### config.mk
export PLATFORM = sky130hd
export DESIGN_NAME = ccfilt_mc
export DESIGN_NICKNAME = d
export VERILOG_FILES = /design/src/rtl/ccfilt_mc.sv
export SDC_FILE = /design/constraint.sdc
export NUM_CORES = 1
export LEC_CHECK = 0
export BUFFER_PORTS_ARGS = -buffer_cell sky130_fd_sc_hd__clkbuf_2
export CAP_MARGIN = 20
export CORE_MARGIN = 3
export CORE_UTILIZATION = 40
export CTS_BUF_LIST = sky130_fd_sc_hd__clkbuf_2 sky130_fd_sc_hd__clkbuf_4 sky130_fd_sc_hd__clkbuf_8
export DETAILED_ROUTE_END_ITERATION = 7
export MAX_ROUTING_LAYER = met4
export PLACE_DENSITY = 0.52
export SYNTH_ARGS = -nofsm -noshare
export SYNTH_HDL_FRONTEND = slang
export SYNTH_SLANG_ARGS = --single-unit
### constraint.sdc
create_clock -name clk -period 7.5 [get_ports clk]
set_input_delay 0.375 -clock clk [delete_from_list [all_inputs] [get_ports clk]]
set_output_delay 0.375 -clock clk [all_outputs]
set_load 0.005 [all_outputs]
### src/rtl/ccfilt_mc.sv
// Multi-channel second-order comb: two cascaded first differences per channel, then a
// rounding right shift with signed saturation. Results emerge 3 cycles after each sample.
module ccfilt_mc #(
    parameter int dw    = 36,
    parameter int outw  = 20,
    parameter int nchan = 8,
    parameter int cw    = 3
) (
    input  logic            clk,
    input  logic            rst_n,
    input  logic            sr_val,
    input  logic [dw-1:0]   sr_out,
    input  logic            sr_sync,
    input  logic [3:0]      shift,
    output logic [outw-1:0] result,
    output logic [cw-1:0]   result_chan,
    output logic            strobe,
    output logic            sat,
    output logic            sync_err
);

    localparam logic [cw-1:0]      last_ch = cw'(nchan - 1);
    localparam logic signed [dw:0] sat_max = {{(dw-outw+2){1'b0}}, {(outw-1){1'b1}}};
    localparam logic signed [dw:0] sat_min = {{(dw-outw+2){1'b1}}, {(outw-1){1'b0}}};

    // Sized to the full index range so any channel tag addresses a real entry.
    logic [dw-1:0] h1 [2**cw];
    logic [dw-1:0] h2 [2**cw];

    logic [cw-1:0]   ch_q, ch_d, tag;
    logic [1:0]      warm_q, warm_d;
    logic            sync_err_q, sync_err_d;

    logic            v1_q, v1_d, live1_q, live1_d;
    logic [cw-1:0]   ch1_q, ch1_d;
    logic [dw-1:0]   d1_q, d1_d;

    logic            v2_q, v2_d, live2_q, live2_d;
    logic [cw-1:0]   ch2_q, ch2_d;
    logic [dw-1:0]   d2_q, d2_d;

    logic [outw-1:0] result_q, result_d;
    logic [cw-1:0]   result_chan_q, result_chan_d;
    logic            strobe_q, strobe_d, sat_q, sat_d;

    logic [dw:0]        rnd;
    logic signed [dw:0] sum, scaled;

    // NOTE: every always_comb output gets a default first, so no path can infer a latch.
    always_comb begin
        ch_d       = ch_q;
        warm_d     = warm_q;
        sync_err_d = 1'b0;
        tag        = ch_q;
        if (sr_val) begin
            if (sr_sync) begin
                tag        = '0;
                ch_d       = (nchan == 1) ? '0 : cw'(1);
                sync_err_d = (ch_q != '0);
            end else begin
                ch_d = (ch_q == last_ch) ? '0 : ch_q + 1'b1;
            end
            if (sync_err_d) begin
                warm_d = '0;
            end else if (tag == last_ch && warm_q != 2'd3) begin
                warm_d = warm_q + 2'd1;
            end
        end
        // A sample is live only if two full frames of history preceded it.
        v1_d    = sr_val;
        live1_d = sr_val && !sync_err_d && warm_q[1];
        ch1_d   = tag;
        d1_d    = sr_out - h1[tag];
    end

    always_comb begin
        v2_d    = v1_q;
        live2_d = live1_q;
        ch2_d   = ch1_q;
        d2_d    = d1_q - h2[ch1_q];
    end

    always_comb begin
        rnd    = (shift == 4'd0) ? '0 : ((dw+1)'(1) << (shift - 4'd1));
        sum    = {d2_q[dw-1], d2_q} + rnd;
        scaled = sum >>> shift;

        result_d      = result_q;
        result_chan_d = result_chan_q;
        strobe_d      = v2_q && live2_q;
        sat_d         = 1'b0;
        if (strobe_d) begin
            result_chan_d = ch2_q;
            if (scaled > sat_max) begin
                result_d = sat_max[outw-1:0];
                sat_d    = 1'b1;
            end else if (scaled < sat_min) begin
                result_d = sat_min[outw-1:0];
                sat_d    = 1'b1;
            end else begin
                result_d = scaled[outw-1:0];
            end
        end
    end

    // NOTE: history is left out of reset on purpose; warm-up masks its contents and it can map to RAM.
    always_ff @(posedge clk) begin
        if (sr_val) h1[tag] <= sr_out;
        if (v1_q)   h2[ch1_q] <= d1_q;
    end

    // NOTE: non-blocking assignments make every flop sample the pre-edge value of its _d.
    always_ff @(posedge clk or negedge rst_n) begin
        if (!rst_n) begin
            ch_q          <= '0;
            warm_q        <= '0;
            sync_err_q    <= 1'b0;
            v1_q          <= 1'b0;
            live1_q       <= 1'b0;
            ch1_q         <= '0;
            d1_q          <= '0;
            v2_q          <= 1'b0;
            live2_q       <= 1'b0;
            ch2_q         <= '0;
            d2_q          <= '0;
            result_q      <= '0;
            result_chan_q <= '0;
            strobe_q      <= 1'b0;
            sat_q         <= 1'b0;
        end else begin
            ch_q          <= ch_d;
            warm_q        <= warm_d;
            sync_err_q    <= sync_err_d;
            v1_q          <= v1_d;
            live1_q       <= live1_d;
            ch1_q         <= ch1_d;
            d1_q          <= d1_d;
            v2_q          <= v2_d;
            live2_q       <= live2_d;
            ch2_q         <= ch2_d;
            d2_q          <= d2_d;
            result_q      <= result_d;
            result_chan_q <= result_chan_d;
            strobe_q      <= strobe_d;
            sat_q         <= sat_d;
        end
    end

    assign result      = result_q;
    assign result_chan = result_chan_q;
    assign strobe      = strobe_q;
    assign sat         = sat_q;
    assign sync_err    = sync_err_q;

endmodule

Word level (Yosys, flattened, before mapping)
Memories as Yosys holds them, arrays and structs flattened.
Index checks and enable logic that the tools add are counted.
{"block": "word_totals", "register_bits": 113, "ramBits": 576, "memories": 2, "word_cells": 59, "output_inout_bits": 26}
{"block": "op_classes", "addsub": 6, "mux": 20, "n_reduce_logical": 9, "eq_ne": 3, "n_lt_le_gt_ge": 2, "n_shift": 2}
{"memory": "h1", "depth": 8, "width": 36, "rd": 1, "rd_clocked_by_memory_dff": 0, "write_ports": 1, "line": "27", "rtl": "logic [dw-1:0] h1 [2**cw];"}
{"memory": "h2", "depth": 8, "width": 36, "rd": 1, "rd_clocked_by_memory_dff": 0, "write_ports": 1, "line": "28", "rtl": "logic [dw-1:0] h2 [2**cw];"}
{"op": "36-bit subtractor", "n": 2}
{"op": "20-bit two-way mux", "n": 2}
{"op": "37-bit adder", "n": 1}
{"op": "37-bit by 20-bit > comparator with 1-bit output, second input constant", "n": 1}
{"op": "37-bit by 20-bit < comparator with 1-bit output, second input constant", "n": 1}
{"op": "37-bit two-way mux", "n": 1}
{"op": "1-bit by 4-bit left shift with 37-bit output, first input constant", "n": 1}
{"op": "37-bit by 4-bit >>> shifter with 37-bit output", "n": 1}
{"op": "3-bit two-way mux", "n": 5}
{"op": "1-bit two-way mux", "n": 10}
{"op": "3-bit equality test, second input constant", "n": 2}
{"op": "1-bit logical AND", "n": 4}
{"op": "4-bit logical NOT", "n": 1}
{"op": "2-bit two-way mux", "n": 2}
{"op": "4-bit by 1-bit subtractor with 4-bit output, second input constant", "n": 1}
{"op": "3-bit by 1-bit adder with 3-bit output, second input constant", "n": 1}
{"op": "3-bit nonzero test", "n": 1}
{"op": "2-bit by 1-bit adder with 2-bit output, second input constant", "n": 1}
{"op": "2-bit != test, second input constant", "n": 1}
{"op": "2-bit AND reduction", "n": 1}
{"op": "2-bit nonzero test", "n": 1}
{"op": "1-bit logical NOT", "n": 1}

Longest topological paths before layout
{"block": "depth", "word_depth": 9, "depth_mapped": 25}

Least setup slack after synthesis
No wires, ideal clock.
{"block": "synth_path", "path_kind": "input to register", "startpoint": "input port sr_sync", "endpoint": "register d1_q[30]", "arrival_ns": 5.563, "slack_ns": 1.857, "setup_ns": 0.080, "t_required_ns": 7.420, "path_buffers": 3, "cell_stages": 21, "cell_sequence": "clkbuf_1 -> a21oi_1 -> clkbuf_1 -> buf_1 -> mux2i_1 -> a221oi_1 -> ha_1 -> fa_1 -> nor2b_1 -> o31a_1 -> o211ai_1 -> a311oi_1 -> a221o_1 -> o31a_1 -> a41o_1 -> o41a_1 -> a41oi_1 -> nor2b_1 -> nor2_1 -> a211oi_1 -> xnor2_1"}
{"block": "synth_via", "elab_chain_cells": 5}
{"item": "start, declared", "line": "13", "rtl": "input logic sr_sync,"}
{"item": "3-bit two-way mux", "line": "56", "rtl": "if (sr_sync) begin"}
{"item": "3-bit two-way mux (2 in series)", "line": "55", "rtl": "if (sr_val) begin"}
{"item": "memory 8 x 36 bit"}
{"item": "36-bit subtractor", "line": "73", "rtl": "d1_d = sr_out - h1[tag];"}
{"item": "named net d1_d[30]", "line": "36", "rtl": "logic [dw-1:0] d1_q, d1_d;"}
{"item": "end signal, assigned", "line": "121", "rtl": "d1_q <= '0;"}
{"item": "end signal, assigned", "line": "137", "rtl": "d1_q <= d1_d;"}
{"item": "end, declared", "line": "36"}
The timed path passes the listed nets, and every way through them passes these cells. The select of a mux whose other input is x is not followed.
A chain may end at the register's enable or synchronous reset.

Worst setup path in the final report
{"block": "layout_path", "startpoint": "register ch_q[0]", "endpoint": "register d1_q[30]"}
{"block": "layout_via", "elab_chain_cells": 5}
{"item": "start, declared", "line": "30", "rtl": "logic [cw-1:0] ch_q, ch_d, tag;"}
{"item": "start signal, assigned", "line": "131", "rtl": "ch_q <= ch_d;"}
{"item": "3-bit two-way mux", "line": "56"}
{"item": "3-bit two-way mux", "line": "55"}
{"item": "3-bit two-way mux *", "line": "55"}
{"item": "memory 8 x 36 bit *"}
{"item": "36-bit subtractor *", "line": "73"}
{"item": "named net d1_d[30]", "line": "36"}
The timed path passes the listed nets; every way through them passes the cells marked *. The select of a mux whose other input is x is not followed.

==> impl_metrics.tcl <==
set metrics [dict create \
    power_frac_clock 0.274 \
    synth-simple-area-share 0.06356 \
    tritoncts "done" \
    num_io_pins 70 \
    power_mw 12.07 \
    p_switching_mw 3.963 \
    num_rows 103 \
    clock-root-buffer "clkbuf_8" \
    drtAntennaViolNets 0 \
    syn_area_um2 32280 \
    synth-xor-area-share 0.02302 \
    async_reset_ff_frac 0.1640 \
    port_buffers 69 \
    postCtsSetupBuffers 0 \
    r2r_end "d1_q[30]" \
    synth_commonest_cells "576 x edfxtp_1, 149 x mux2i_1, 132 x a21oi_1" \
    drtIter0Drc 1429 \
    track_usage 0.1875 \
    cp_max_fo 29 \
    r2r_slack_ns 1.61 \
    yosysUniqueCellTypes 102 \
    cts_max_level 3 \
    hold_class "in2async" \
    synthToLayoutAreaGrowth_pct 13.13 \
    nNetsFinal 2487 \
    first_global_vias 20210 \
    dp_slack_ns 1.412 \
    drtPass1Iterations 5 \
    die-area_um2 84160 \
    endpoint_kind "flip-flop" \
    wl_met2_um 36940 \
    synth_top_area_share 0.5358 \
    status "completed" \
    slew_headroom 0.3865 \
    clock_skew_ns 0.02845 \
    peakVddDrop_v 0.0001389 \
    timing.fmax_mhz 169.7 \
    timing.max_cap.violations 0 \
    slew_violations 0 \
    required_ns 8.10 \
    cts_sinks 689 \
    start_kind "flip-flop" \
    drive_above_1_share 0.2079 \
    seq_power_share 0.436 \
    worstReg2RegStart "ch_q[0]" \
    finalCritPeriodShare 0.7858 \
    dpl.hpwl_um 48750 \
    rr_worst_depth 20 \
    setup_slack_ns 1.607 \
    crit_chain "inv_1, a21oi_4, buf_4, buf_4, mux4_2, a21oi_1, ha_1, a21oi_1, nor2_1, a21oi_1, a311oi_1, a221o_1, o31a_1, a41o_1, o41a_1, a41oi_1, nor2b_1, nor2_1, a211oi_1, xnor2_1" \
    criticalPathCategory "reg2reg" \
    grt_pass1_wl_um 120000 \
    fillers 7041 \
    avgSynthCellArea_um2 14.73 \
    fin_crit_ns 5.893 \
    synth_edf_count 576 \
    drc_errors 0 \
    p_int_mw 8.104 \
    clk_latency_ns 0.70 \
    core_area_um2 79520 \
    syn_inst 2192 \
    seq_area_frac_synth 0.6233 \
    synth_ff_type "edfxtp_1" \
    dr_wl_met3_um 3300 \
    ctsLongestPathBuffers 3 \
    crit_slowest_cell "buf_4" \
    vias_per_cell 5.536 \
    cp_slowest_stage_delay_ns 0.49 \
    drt-met1-wl_um 35080 \
    yosysMostFrequentCell "edfxtp_1" \
    die_w_um 290.1 \
    highest_layer "met4" \
    p_leak_nw 13.08 \
    dieHeight_um 290.1 \
    synth-adder-area-share 0.03674 \
    ys_ff_latch 689 \
    numCtsBuffers 113 \
    switching_share 0.3284 \
    synthMuxAreaShare 0.1268 \
    synth_area_leaders "edfxtp_1 54%, dfrtp_1 8.8%, mux4_2 7.6%, mux2i_1 4.6%, ha_1 3.5%" \
    p_comb_frac 0.289 \
    tightest_slew_ns 0.9203 \
    setup_viol 0 \
    synth.largest_area_cell "edfxtp_1" \
    syn_nets 2329 \
    pwr_density_cell_nw_per_um2 330.4 \
    synth_compound_area_frac 0.1027 \
    yosysWarnings 0 \
    crit_arrival_ns 6.50 \
    num_vias 19390 \
    antenna_found_initial 4 \
    cp_common_cell "a21oi_1" \
    finalSetupTns_ns 0 \
    grt_max_degree 66 \
    routed_wl_um 76950 \
    rsz0062_at_grt "no" \
    start_util 0.4060 \
    synth_top_family_by_area "multiplexers" \
    cts.clk_slew.worst_paths_ns 0.08 \
    finalHoldViolations 0 \
    drt-wirelength-per-cell_um 21.97 \
    place_congestion 0.8666 \
    grt_overflow 0 \
]
[layout by cell type (no fill, tap or decap), types with 11 or more instances in the layout]
master / synthesis / layout
edfxtp_1: 576 / 576
mux2i_1: 149 / 149
a21oi_1: 132 / 131
clkbuf_8: 10 / 129
nand2_1: 119 / 119
nor2_1: 124 / 114
mux4_2: 109 / 109
dfrtp_1: 113 / 109
ha_1: 90 / 90
o21ai_0: 76 / 76
clkbuf_2: 4 / 68
xnor2_1: 59 / 59
clkbuf_4: 0 / 56
inv_1: 40 / 40
buf_4: 2 / 40
dlygate4sd3_1: 1 / 39
o22ai_1: 37 / 37
a21o_1: 37 / 37
nor3_1: 35 / 31
nand3_1: 27 / 27
xor2_1: 24 / 24
o21a_1: 22 / 22
o211ai_1: 19 / 19
a211oi_1: 19 / 19
nand4_1: 17 / 17
a221o_2: 17 / 17
clkinv_2: 0 / 14
mux2_2: 13 / 13
nor2b_1: 13 / 13
clkinv_1: 3 / 12
and3_1: 11 / 11
or3_1: 11 / 11
[metrics by stage]
| stage | area, um^2 | hold WS, ns | std cells | utilization |
|---|---|---|---|---|
| 4_1_cts | 36510 | 0.3022 | 3498 | 0.4592 |
| 3_5_place_dp | 33760 | 0.3465 | 3246 | 0.4246 |
| 5_1_grt | 36520 | 0.3745 | 3502 | 0.4593 |
| 2_1_floorplan | 32280 | 0.07941 | 2192 | - |
| 3_3_place_gp | 33760 | 0.3380 | 3246 | 0.4246 |
| 6_report | 36520 | 0.3389 | 3502 | 0.4593 |
[cells by family after synthesis]
logic type,after synthesis
flops,689
compound gates,482
simple gates,425
mux,271
buf+inv,147
fa+ha+maj,93
xor+xnor,84
other cells,1
[area by class of cell]
type	instances	area [um^2]	area share
Clock inverter	28	161.4	0.004419
Antenna cell	4	10.01	0.0002741
Inverter	43	161.4	0.004419
Clock buffer	185	2196	0.06012
Tap cell	1050	1314	0.03597
Multi-Input combinational cell	1356	11510	0.3153
Sequential cell	689	20130	0.5513
Timing Repair Buffer	147	1031	0.02823
[state kept, by name (all words and copies together) (netlist names)]
signal	flops
h1	288
h2	288
d1_q	36
d2_q	36
result	20
ch1_q	3
ch2_q	3
ch_q	3
result_chan	3
warm_q	2
live1_q	1
live2_q	1
sat	1
strobe	1
sync_err	1
v1_q	1
v2_q	1
[worst max-delay path by stage]
stage                endpoint  startpoint  depth (start not counted)  slack (ns)
floorplan            d1_q[30]     sr_sync                         21        1.86
global placement    result[6]    shift[3]                         19        1.51
detailed placement  result[2]    shift[3]                         19        1.41
CTS                  d1_q[30]     ch_q[0]                         20        1.53
global route         d1_q[30]     ch_q[0]                         21        1.16
finish               d1_q[30]     ch_q[0]                         20        1.61
[per-layer routing]
layer	vias up	GRT usage
met3	122	0.03008
met5	-	-
met1	9847	0.2496
li1	9003	-
met2	416	0.3001
met4	0	0.05200
[worst max-delay path, delay by kind of cell, from the launching register on]
kind / cells / cell delay (ns)
AO/OA/AOI/OAI: 11 / 3.11
buffers and inverters: 3 / 1.04
flip-flops: 1 / 0.39
AND/OR/NAND/NOR: 3 / 0.39
multiplexers: 1 / 0.37
adder cells (fa/ha/maj): 1 / 0.29
XOR/XNOR: 1 / 0.15
[power groups by stage]
stage               sequential [mW]  combinational, mW  clock (mW)
global placement               5.32               3.44           0
floorplan                      5.11               2.66           0
CTS                            5.27               3.51        3.44
detailed placement             5.35               3.47           0
finish                         5.26               3.49        3.31
global route                   5.34               3.87        3.61
[timing repair]
action                                 4_1_cts  5_1_grt
hold buffers                                39        0
resized for setup                            0        0
endpoints found under the hold margin      353        0
Power figures use the tool's default switching activity.
